## src/rtl/bcd_conv_arbiter.sv

```systemverilog
// Round-robin arbiter that shares one sequential binary-to-BCD converter among N
// requesters, returning the tagged, signed BCD result on a shared result bus.
module bcd_conv_arbiter #(
  parameter int N       = 4,
  parameter int TIMEOUT = 32,
  parameter int IDW     = $clog2(N)
) (
  input  logic              clk,
  input  logic              rst,
  input  logic [N-1:0]      req_i,
  input  logic [N*8-1:0]    data_i,
  output logic [N-1:0]      ack_o,
  output logic              conv_start_o,
  output logic [7:0]        conv_data_o,
  input  logic              conv_done_i,
  input  logic [11:0]       conv_bcd_i,
  output logic              res_valid_o,
  output logic [IDW-1:0]    res_id_o,
  output logic [11:0]       res_bcd_o,
  output logic              res_sign_o,
  output logic              res_err_o,
  output logic              busy_o,
  output logic [1:0]        state_o
);

  // Handshake: a requester holds req_i/data_i until its one-cycle ack_o pulse;
  // data_i is sampled only on the IDLE edge that issues the grant.
  localparam logic [1:0] S_IDLE    = 2'd0;
  localparam logic [1:0] S_LAUNCH  = 2'd1;
  localparam logic [1:0] S_WAIT    = 2'd2;
  localparam logic [1:0] S_DELIVER = 2'd3;

  localparam int CW = (TIMEOUT > 2) ? $clog2(TIMEOUT) : 1;
  localparam logic [CW-1:0] CNT_LAST = CW'(TIMEOUT - 1);

  logic [1:0]     state;
  logic [IDW-1:0] ptr;
  logic [IDW-1:0] grant;
  logic           sign;
  logic [7:0]     mag;
  logic [CW-1:0]  cnt;

  logic           found;
  logic [IDW-1:0] next_grant;
  logic [7:0]     next_data;
  logic [IDW-1:0] idx;

  // First requester at or after ptr, wrapping modulo N.
  always_comb begin
    found      = 1'b0;
    next_grant = '0;
    next_data  = '0;
    idx        = '0;
    for (int i = 0; i < N; i++) begin
      idx = IDW'((int'(ptr) + i) % N);
      if (!found && req_i[idx]) begin
        found      = 1'b1;
        next_grant = idx;
        next_data  = data_i[{idx, 3'b000} +: 8];
      end
    end
  end

  always_ff @(posedge clk or negedge rst) begin
    if (!rst) begin
      state      <= S_IDLE;
      ptr        <= '0;
      grant      <= '0;
      sign       <= 1'b0;
      mag        <= '0;
      cnt        <= '0;
      res_id_o   <= '0;
      res_bcd_o  <= '0;
      res_sign_o <= 1'b0;
      res_err_o  <= 1'b0;
    end else begin
      case (state)
        S_IDLE: begin
          if (found) begin
            grant <= next_grant;
            sign  <= next_data[7];
            // -128 wraps to 8'h80, which reads as 128 unsigned.
            mag   <= next_data[7] ? (~next_data + 8'd1) : next_data;
            state <= S_LAUNCH;
          end
        end
        S_LAUNCH: begin
          cnt   <= '0;
          state <= S_WAIT;
        end
        S_WAIT: begin
          if (conv_done_i) begin
            res_bcd_o  <= conv_bcd_i;
            res_err_o  <= 1'b0;
            res_sign_o <= sign;
            res_id_o   <= grant;
            state      <= S_DELIVER;
          end else if (cnt == CNT_LAST) begin
            res_bcd_o  <= 12'h000;
            res_err_o  <= 1'b1;
            res_sign_o <= sign;
            res_id_o   <= grant;
            state      <= S_DELIVER;
          end else begin
            cnt <= cnt + CW'(1);
          end
        end
        S_DELIVER: begin
          ptr   <= (grant == IDW'(N - 1)) ? '0 : grant + IDW'(1);
          state <= S_IDLE;
        end
        default: state <= S_IDLE;
      endcase
    end
  end

  assign ack_o        = (state == S_LAUNCH) ? ({{(N-1){1'b0}}, 1'b1} << grant) : '0;
  assign conv_start_o = (state == S_LAUNCH);
  assign conv_data_o  = mag;
  assign res_valid_o  = (state == S_DELIVER);
  assign busy_o       = (state != S_IDLE);
  assign state_o      = state;

endmodule

```

## config.mk

```make
export PLATFORM = sky130hd
export DESIGN_NAME = bcd_conv_arbiter
export DESIGN_NICKNAME = d
export VERILOG_FILES = /design/src/rtl/bcd_conv_arbiter.sv
export SDC_FILE = /design/constraint.sdc
export NUM_CORES = 1
export LEC_CHECK = 0
export BUFFER_PORTS_ARGS = -buffer_cell sky130_fd_sc_hd__clkbuf_2
export CAP_MARGIN = 20
export CORE_MARGIN = 8
export CORE_UTILIZATION = 54
export CTS_CLUSTER_SIZE = 10
export DETAILED_ROUTE_END_ITERATION = 8
export PLACE_DENSITY = 0.92
export SYNTH_ARGS = -nofsm -noshare
export SYNTH_HDL_FRONTEND = slang
export SYNTH_SLANG_ARGS = --single-unit
```

## constraint.sdc

```tcl
create_clock -name clk -period 3.6 [get_ports clk]
set_input_delay 0.72 -clock clk [delete_from_list [all_inputs] [get_ports clk]]
set_output_delay 0.72 -clock clk [all_outputs]
set_load 0.02 [all_outputs]
```

==> results of run 1 <==
==> synthesized netlist by cell type, types with 2 or more instances <==
library cell,number,area share
a2111oi_2,4,0.019
a2111oi_4,2,0.018
a211o_1,3,0.0085
a21boi_0,2,0.0049
a21o_1,4,0.0097
a21oi_1,15,0.024
a21oi_2,3,0.0085
a221oi_1,2,0.0057
a22o_1,14,0.040
and2_1,6,0.012
and3_1,2,0.0040
buf_2,5,0.0081
buf_4,4,0.0097
buf_6,2,0.0073
buf_8,2,0.0097
clkbuf_1,8,0.0097
dfrtp_1,36,0.29
ha_1,12,0.049
inv_1,11,0.013
mux2_2,3,0.011
mux2i_1,30,0.097
mux4_2,7,0.051
nand2_1,30,0.036
nand2b_1,3,0.0061
nand3_1,10,0.016
nand3b_1,3,0.0073
nor2_1,15,0.018
nor2b_1,5,0.010
nor3_1,6,0.0097
o211ai_1,5,0.012
o21ai_0,15,0.024
o21ai_1,6,0.0097
o22ai_1,5,0.010
o2bb2ai_1,2,0.0057
o32ai_1,3,0.0085
xor2_1,2,0.0057
==> flip-flops by register name, indices dropped and copies added (netlist names) <==
register	flops
cnt	5
conv_data_o	8
grant	2
ptr	2
res_bcd_o	12
res_err_o	1
res_id_o	2
res_sign_o	1
sign	1
state_o	2
==> power groups by stage <==
stage	Sequential, mW	Clock, mW	Combinational (mW)
6_report	0.722	0.292	1.98
2_1_floorplan	0.833	0	1.40
3_5_place_dp	0.726	0	1.97
3_3_place_gp	0.718	0	1.91
5_1_grt	0.746	0.320	2.16
4_1_cts	0.721	0.302	1.98
==> final timing paths <==
check	from	endpoint	slack [ns]	cells past startpoint
min reg2reg	sign$_DFFE_PN0P_	sign$_DFFE_PN0P_	0.49	2
max in group asynchronous	rst	ptr[1]$_DFFE_PN0P_	2.45	1
min	sign$_DFFE_PN0P_	sign$_DFFE_PN0P_	0.49	2
max	ptr[1]$_DFFE_PN0P_	conv_data_o[6]$_DFFE_PN0P_	0.50	10
min in group asynchronous	rst	conv_data_o[7]$_DFFE_PN0P_	0.55	1
max reg2reg	ptr[1]$_DFFE_PN0P_	conv_data_o[6]$_DFFE_PN0P_	0.50	10
==> critical path, cell delays in order, from the launching register on <==
cell and delay, ns:
dfrtp_2 0.63, buf_4 0.43, mux4_2 0.56, a21oi_1 0.21
and2b_1 0.17, ha_1 0.16, inv_1 0.05, a2111oi_2 0.32
a41oi_1 0.19, xor2_1 0.17, o21ai_1 0.13
==> metrics by stage <==
| stage | power [mW] | std cells | utilization | cell area, um2 | worst slack, ns |
|---|---|---|---|---|---|
| after floorplan | 2.233 | 323 | - | 3090 | 0.6688 |
| after global placement | 2.632 | 466 | 0.6405 | 3527 | 0.3375 |
| after detailed placement | 2.696 | 466 | 0.6405 | 3527 | 0.2737 |
| after CTS | 3.001 | 474 | 0.6576 | 3621 | 0.5128 |
| after global routing | 3.231 | 474 | 0.6576 | 3621 | 0.2335 |
| final | 2.990 | 474 | 0.6576 | 3621 | 0.5007 |
==> cells by family after synthesis <==
family	count (synthesis)	share of synthesized area
DFF	36	0.2915
AOI/OAI and AO/OA	101	0.2583
buffers and inverters	33	0.05911
xor gates and xnor gates	3	0.008504
adders and majority gates	12	0.04858
and+or+nand+nor	97	0.1713
muxes	41	0.1628
==> per-layer routing <==
layer / up-vias / wire, um / GRT usage
met5: - / 0 / 0
met4: 0 / 76 / 0.05866
met3: 6 / 658 / 0.06275
met2: 99 / 3862 / 0.3091
met1: 1332 / 3452 / 0.2294
li1: 1380 / - / -
==> layout by cell type (no fill, tap or decap), types with 9 or more instances in the layout <==
master and n:
clkbuf_2 83, dfrtp_1 35, ha_1 12, nand3_1 10, o21ai_0 14, nor2_1 15
mux2i_1 30, a21oi_1 15, inv_1 11, buf_4 9, a22o_1 14, nand2_1 30
==> cell type report <==
cell class              count  area, um2
clock inverters             1      7.507
repair buffers             92      483.0
inverters                  12      45.04
flip-flops and latches     36      902.1
fillers                   442       1886
well taps                  72      90.09
multi-input cells         254       2007
clock buffers               7      86.33
==> metrics.txt, run 1 <==
Worst setup SP type register; RSZ-0062 raised after global routing no; final hold vios 0; first-pass GRT wire length 13350 um; ANT cells 0; Vias/cell 5.943; Synth async-reset ratio 1.000; Clock H-tree levels 2; Gate Count Post-Synth about 320; GR Util All Layers 0.1889; Final Setup Violations 0; sequential area share after synthesis 0.2915; #FFs+latches synth 36; Worst Path Arrival between 3 and 4 ns; Congestion Overflow GR 0; Hold Path Class reg2reg; post_cts resized 0; setup TNS 0 ns; clock network latency to the later pin of the worst-skew pair about 0.28 ns; via count 2817; drt first pass iters 4; post-CTS setup buffer count 0; clk buf depth 2; CP max FO 25; Setup CP Type reg2reg; Rel. slew slack 0.4086; Reg power frac 0.242; WHS 0.4872 ns; nets 464; TritonCTS Buffers 5; Final min period approximately 3.1 ns; Detail Route Antenna Nets 0; DRC 0; Die Wd 91.65 um; Max rail drop VDD roughly 0.00045 V; ratio of cells with drive above 1 in the final layout 0.3259; Synth cell types 72; CTS tree yes; Starting DRT DRC Count about 260; Yosys Warn Count 0; vias in the first global route 2764; Sw Ratio 0.4812; Power per Cell Area around 830 nW/um2; Max Slew Vio Count 0; routability cong. between 0.9 and 1; initial antenna violation count 0; max-cap violations 0; largest net degree at the start of global routing 37; I/O Pins 84; worst path required time 3.82 ns; Final Skew between 0.004 and 0.005 ns; Critical Path Sink Type register; Mean Syn Cell Area 9.568 um2; DIE AREA between 8000 and 9000 um2; DP HPWL between 6000 and 7000 um; leakage power total roughly 1.7 nW; clk sinks 36; Core Region between 5000 and 6000 um2; drt total wl a little over 8000 um; Clock transition at path regs about 0.07 ns; Max Fclk about 320 MHz; Area Growth Syn to Fin 17.17%; Root Buffer clkbuf_8; Rows 27; combinational share of power 0.661; clock share of power 0.098; IO buf count 83; NetSw between 1 and 1.5 mW; Syn Nets between 300 and 400; EDFF count, synth 0; die height 91.65 um; status completed; Netlist Area Pre-Place slightly above 3000 um2; starting density of the core 0.5612; final period utilization 0.8609; hold buffer count at cts 0; wire per inst 16.98 um; P_int 1.551 mW; prevailing post-synth register cell dfrtp_1; worst slew pin tran 0.8871 ns
Power figures use the tool's default switching activity.
==> run 2, diff against run 1 <==
--- a/config.mk
+++ b/config.mk
@@ -7,11 +7,13 @@
 export LEC_CHECK = 0
 export BUFFER_PORTS_ARGS = -buffer_cell sky130_fd_sc_hd__clkbuf_2
 export CAP_MARGIN = 20
+export CELL_PAD_IN_SITES_DETAIL_PLACEMENT = 0
+export CELL_PAD_IN_SITES_GLOBAL_PLACEMENT = 1
 export CORE_MARGIN = 8
-export CORE_UTILIZATION = 54
+export CORE_UTILIZATION = 40
 export CTS_CLUSTER_SIZE = 10
 export DETAILED_ROUTE_END_ITERATION = 8
-export PLACE_DENSITY = 0.92
+export PLACE_DENSITY = 0.91
 export SYNTH_ARGS = -nofsm -noshare
 export SYNTH_HDL_FRONTEND = slang
 export SYNTH_SLANG_ARGS = --single-unit
==> metrics.txt, run 2 (synthesis results as in run 1) <==
status completed (unchanged); CTS tree yes (unchanged); first-pass GRT wire length 13890 um (was 13350 um); clock network latency to the later pin of the worst-skew pair 0.28 ns (about the same); Rel. slew slack 0.4190 (was 0.4086); Core Region 7607 um2 (was 5507 um2); Starting DRT DRC Count 116 (was 262); PnR worst setup slack 0.5836 ns (was 0.5007 ns); Detail Route Antenna Nets 0 (unchanged); GR Util All Layers 0.1513 (was 0.1889); # fillers 733 (was 442); initial antenna violation count 0 (unchanged); worst slew pin tran 0.8714 ns (was 0.8871 ns); Max Fclk 331.5 MHz (was 322.7 MHz); Rows 32 (was 27); ratio of cells with drive above 1 in the final layout 0.3292 (was 0.3259); WHS 0.4836 ns (was 0.4872 ns); DRC 0 (unchanged); largest net degree at the start of global routing 37 (unchanged); via count 2803 (was 2817); RSZ-0062 raised after global routing no (unchanged); pre-CTS WS 0.2925 ns (was 0.2737 ns); max FFs per register 12 (unchanged); setup TNS 0 ns (unchanged); max-cap violations 0 (unchanged); Clock transition at path regs 0.07 ns (about the same); hold buffer count at cts 0 (unchanged); Clock H-tree levels 2 (unchanged); Root Buffer clkbuf_8 (unchanged); commonest non-fill, non-tap cell in the layout clkbuf_2 (unchanged); final period utilization 0.8379 (was 0.8609); Core Util, Final 0.4829 (was 0.6576); routability cong. 0.9060 (was 0.9215); post-CTS setup buffer count 0 (unchanged); clk sinks 36 (unchanged); final hold vios 0 (unchanged); starting density of the core 0.4063 (was 0.5612); Max Slew Vio Count 0 (unchanged); clk buf depth 2 (unchanged); nets 466 (was 464); CP max FO 16 (was 25); ANT cells 0 (unchanged); vias in the first global route 2932 (was 2764); IO buf count 83 (unchanged); Congestion Overflow GR 0 (unchanged); Final Skew 0.003946 ns (was 0.004514 ns); Setup CP Type in2reg (was reg2reg); DP HPWL 6409 um (was 6242 um); Worst setup SP type input port (was register); TritonCTS Buffers 5 (unchanged); drt first pass iters 4 (unchanged); die height 103.9 um (was 91.65 um); Area Growth Syn to Fin 18.87% (was 17.17%); wire per inst 15.88 um (was 16.98 um); Worst Path Arrival 3.18 ns (was 3.32 ns); DIE AREA 10800 um2 (was 8400 um2); post_cts resized 0 (unchanged); Max rail drop VDD 0.0002639 V (was 0.0004547 V); Biggest register res_bcd_o (unchanged); leakage power total 1.710 nW (was 1.701 nW); Vias/cell 5.540 (was 5.943); Hold Path Class reg2reg (unchanged); Power per Cell Area 811.5 nW/um2 (was 825.6 nW/um2); Final min period 3.016 ns (was 3.099 ns); Final Setup Violations 0 (unchanged); Critical Path Sink Type register (unchanged); Die Wd 103.9 um (was 91.65 um); most frequent cells in the layout 83 x clkbuf_2, 35 x dfrtp_1, 30 x nand2_1, 30 x mux2i_1 (unchanged); worst path required time 3.77 ns (was 3.82 ns); drt total wl 8036 um (was 8050 um); I/O Pins 84 (unchanged)
-- run 2: cell count changes in the layout (fill, tap and decap cells not counted) --
cell and change:
buf_4 +2
-- run 2: path summary, 6_finish.rpt --
path	startpoint	endpoint	slack (ns)	cells after the start
worst max register to register	ptr[0]$_DFFE_PN0P_	conv_data_o[6]$_DFFE_PN0P_	0.59	11
max in group asynchronous	rst	ptr[1]$_DFFE_PN0P_	2.46	1
min in group asynchronous	rst	res_bcd_o[11]$_DFFE_PN0P_	0.54	1
worst min-delay path	res_id_o[0]$_DFFE_PN0P_	res_id_o[0]$_DFFE_PN0P_	0.48	2
worst min register to register	res_id_o[0]$_DFFE_PN0P_	res_id_o[0]$_DFFE_PN0P_	0.48	2
worst max-delay path	req_i[2]	conv_data_o[6]$_DFFE_PN0P_	0.58	12
-- run 2: per-stage QoR --
stage / power (mW) / area [um2] / cells
finish: 2.981 / 3674 / 506
global route: 3.255 / 3674 / 506
CTS: 3.013 / 3674 / 506
detailed placement: 2.701 / 3580 / 498
global placement: 2.660 / 3580 / 498
floorplan: 2.233 / 3090 / 323
-- run 2: power breakdown --
group          switching [mW]  total [mW]  internal (mW)
Clock                   0.137       0.292          0.155
Combinational            1.14        1.97          0.829
Sequential              0.150       0.722          0.572
Total                    1.42        2.98           1.56
-- run 2: final cells by class --
type / instances / area (um2) / area share
Tap cell: 102 / 127.6 / 0.03474
Timing Repair Buffer: 94 / 498.0 / 0.1356
Clock inverter: 1 / 7.507 / 0.002044
Clock buffer: 7 / 86.33 / 0.02350
Inverter: 12 / 45.04 / 0.01226
Multi-Input combinational cell: 254 / 2007 / 0.5463
Sequential cell: 36 / 902.1 / 0.2456
-- run 2: worst max-delay path: stages --
cell	delay, ns
clkbuf_2	0.21
or4b_4	0.57
a21oi_2	0.18
o22ai_2	0.11
a2111oi_4	0.36
and2b_1	0.23
ha_1	0.22
inv_1	0.07
a2111oi_2	0.05
a41oi_1	0.20
xor2_1	0.17
o21ai_1	0.07
-- run 2: layer usage --
layer	track usage	wire length (um)	vias up
li1	-	-	1383
met1	0.1908	3571	1299
met5	0	0	-
met4	0.05481	108	0
met2	0.2401	3735	111
met3	0.04337	621	10
==> run 3, diff against run 2 <==
==> constraint.sdc (replaced) <==
create_clock -name clk -period 2.8 [get_ports clk]
set_input_delay 0.56 -clock clk [delete_from_list [all_inputs] [get_ports clk]]
set_output_delay 0.56 -clock clk [all_outputs]
set_load 0.02 [all_outputs]
==> metrics.txt, run 3 (synthesis results as in run 1) <==
status completed (unchanged); final hold vios 0 (unchanged); Largest delay share family, worst path compound AO/OA/AOI/OAI gates (unchanged); PnR Total Power 4.087 mW (was 2.981 mW); Vias/cell 5.537 (was 5.540); Die Wd 103.9 um (unchanged); clk sinks 36 (unchanged); Critical Path Sink Type register (unchanged); nets 496 (was 466); Max rail drop VDD 0.0003192 V (was 0.0002639 V); largest net degree at the start of global routing 37 (unchanged); via count 2968 (was 2803); Setup CP Type reg2reg (was in2reg); DRC 0 (unchanged); drt first pass iters 4 (unchanged); wire per inst 15.50 um (was 15.88 um); vias in the first global route 2962 (was 2932); routability cong. 0.8835 (was 0.9060); CP Buf/Inv Count 1 (was 2); final cell count without fillers 536 (was 506); Power per Cell Area 1023 nW/um2 (was 811.5 nW/um2); slowest stage delay, CP 0.58 ns (was 0.57 ns); Clock H-tree levels 2 (unchanged); initial antenna violation count 0 (unchanged); Starting DRT DRC Count 169 (was 116); starting density of the core 0.4063 (unchanged); crit-path cells or4b_4, a21oi_4, o22ai_2, a2111oi_4, and2b_1, ha_2, inv_2, a2111oi_4, a41oi_2, xor2_1, o21ai_1 (was clkbuf_2, or4b_4, a21oi_2, o22ai_2, a2111oi_4, and2b_1, ha_1, inv_1, a2111oi_2, a41oi_1, xor2_1, o21ai_1); Final Setup Violations 0 (unchanged); I/O Pins 84 (unchanged); Final min period 2.707 ns; Congestion Overflow GR 0 (unchanged); WHS 0.3746 ns (was 0.4836 ns); Final Skew 0.005653 ns (was 0.003946 ns); clk buf depth 2 (unchanged); DIE AREA 10800 um2 (unchanged); most frequent cells in the layout 83 x clkbuf_2, 39 x buf_4, 34 x dfrtp_1 (was 83 x clkbuf_2, 35 x dfrtp_1, 30 x nand2_1, 30 x mux2i_1); CP max-delay cell or4b_4 (unchanged); dpl cells 527 (was 498); IO buf count 83 (unchanged); Rows 32 (unchanged); drt total wl 8306 um (was 8036 um); GR Util All Layers 0.1531 (was 0.1513); Worst setup SP type register (was input port); Clock transition at path regs 0.07 ns (about the same); PnR worst setup slack 0.09296 ns (was 0.5836 ns); die height 103.9 um (unchanged); final period utilization 0.9668; Core Region 7607 um2 (unchanged); Rel. slew slack 0.4218 (was 0.4190); DP HPWL 6580 um (was 6409 um); commonest non-fill, non-tap cell in the layout clkbuf_2 (unchanged); Biggest register res_bcd_o (unchanged); Hold Path Class in2async (was reg2reg); CTS tree yes (unchanged); leakage power total 1.867 nW (was 1.710 nW); max-cap violations 0 (unchanged); # fillers 705 (was 733); Crit path top cell by count a2111oi_4; ratio of cells with drive above 1 in the final layout 0.4009 (was 0.3292); pre-CTS WS -0.2722 ns (was 0.2925 ns); hold buffer count at cts 0 (unchanged); Area Growth Syn to Fin 29.31% (was 18.87%); worst path required time 2.97 ns (was 3.77 ns); Max Fclk about 370 MHz; Max Slew Vio Count 0 (unchanged); CP max FO 4 (was 16); Core Util, Final 0.5253 (was 0.4829); clock network latency to the later pin of the worst-skew pair 0.29 ns (was 0.28 ns); first-pass GRT wire length 14150 um (was 13890 um); worst slew pin tran 0.8674 ns (was 0.8714 ns); ANT cells 0 (unchanged); TritonCTS Buffers 5 (unchanged); Worst Path Arrival 2.88 ns (was 3.18 ns); Root Buffer clkbuf_8 (unchanged); max FFs per register 12 (unchanged); Detail Route Antenna Nets 0 (unchanged)
## run 3: cell types whose count changed in the layout (fill, tap and decap cells not counted), sizes merged
cell	change
buf	+30
## run 3: final cells by class
| type | instances | area (um2) | share of cell area |
|---|---|---|---|
| sequential | 36 | 903.4 | 0.2260 |
| multi-input combinational | 254 | 2083 | 0.5213 |
| clock inverter | 1 | 7.507 | 0.001879 |
| timing repair buffer | 124 | 743.2 | 0.1860 |
| inverter | 12 | 45.04 | 0.01127 |
| tap | 102 | 127.6 | 0.03193 |
| clock buffer | 7 | 86.33 | 0.02160 |
## run 3: metal layers
metal / wire length [um] / global-route usage
met5: 0 / 0
met4: 71 / 0.03516
met3: 515 / 0.04089
met2: 3927 / 0.2498
met1: 3792 / 0.1969
## run 3: through the flow
step	instance area, um2	setup TNS, ns
2_1_floorplan	3090	0
3_3_place_gp	3810	-0.5322
3_5_place_dp	3810	-0.6792
4_1_cts	3933	0
5_1_grt	3996	-0.009555
6_report	3996	0
## run 3: path summary, 6_finish.rpt
kind | slack, ns | depth (start not counted) | end | start
setup / recovery | 0.09 | 11 | conv_data_o[6]$_DFFE_PN0P_ | ptr[1]$_DFFE_PN0P_
min in group clk | 0.49 | 2 | conv_data_o[3]$_DFFE_PN0P_ | conv_data_o[3]$_DFFE_PN0P_
hold reg to reg | 0.49 | 2 | conv_data_o[3]$_DFFE_PN0P_ | conv_data_o[3]$_DFFE_PN0P_
setup reg to reg | 0.09 | 11 | conv_data_o[6]$_DFFE_PN0P_ | ptr[1]$_DFFE_PN0P_
max in group asynchronous | 1.83 | 1 | ptr[0]$_DFFE_PN0P_ | rst
hold / removal | 0.37 | 1 | cnt[0]$_DFFE_PN0P_ | rst
## run 3: worst reg2reg max path: cells and delay by family, from the launching register on
kind,cells,cell delay (ns)
AO/OA/AOI/OAI,6,0.91
XOR/XNOR,1,0.16
adder cells (fa/ha/maj),1,0.19
buffers and inverters,1,0.06
flip-flops,1,0.45
AND/OR/NAND/NOR,2,0.82
## run 3: power by group
group          switching (mW)  internal (mW)
sequential              0.151          0.738
combinational            1.57           1.24
clock                   0.184          0.200
total                    1.91           2.18
## run 3: what timing repair did
| item | 4_1_cts | 5_1_grt |
|---|---|---|
| buffers inserted | 0 | 1 |
| resized for setup | 6 | 12 |
| cloned | 0 | 0 |
| pin swaps | 6 | 4 |
| endpoints found under the setup margin | 1 | 4 |
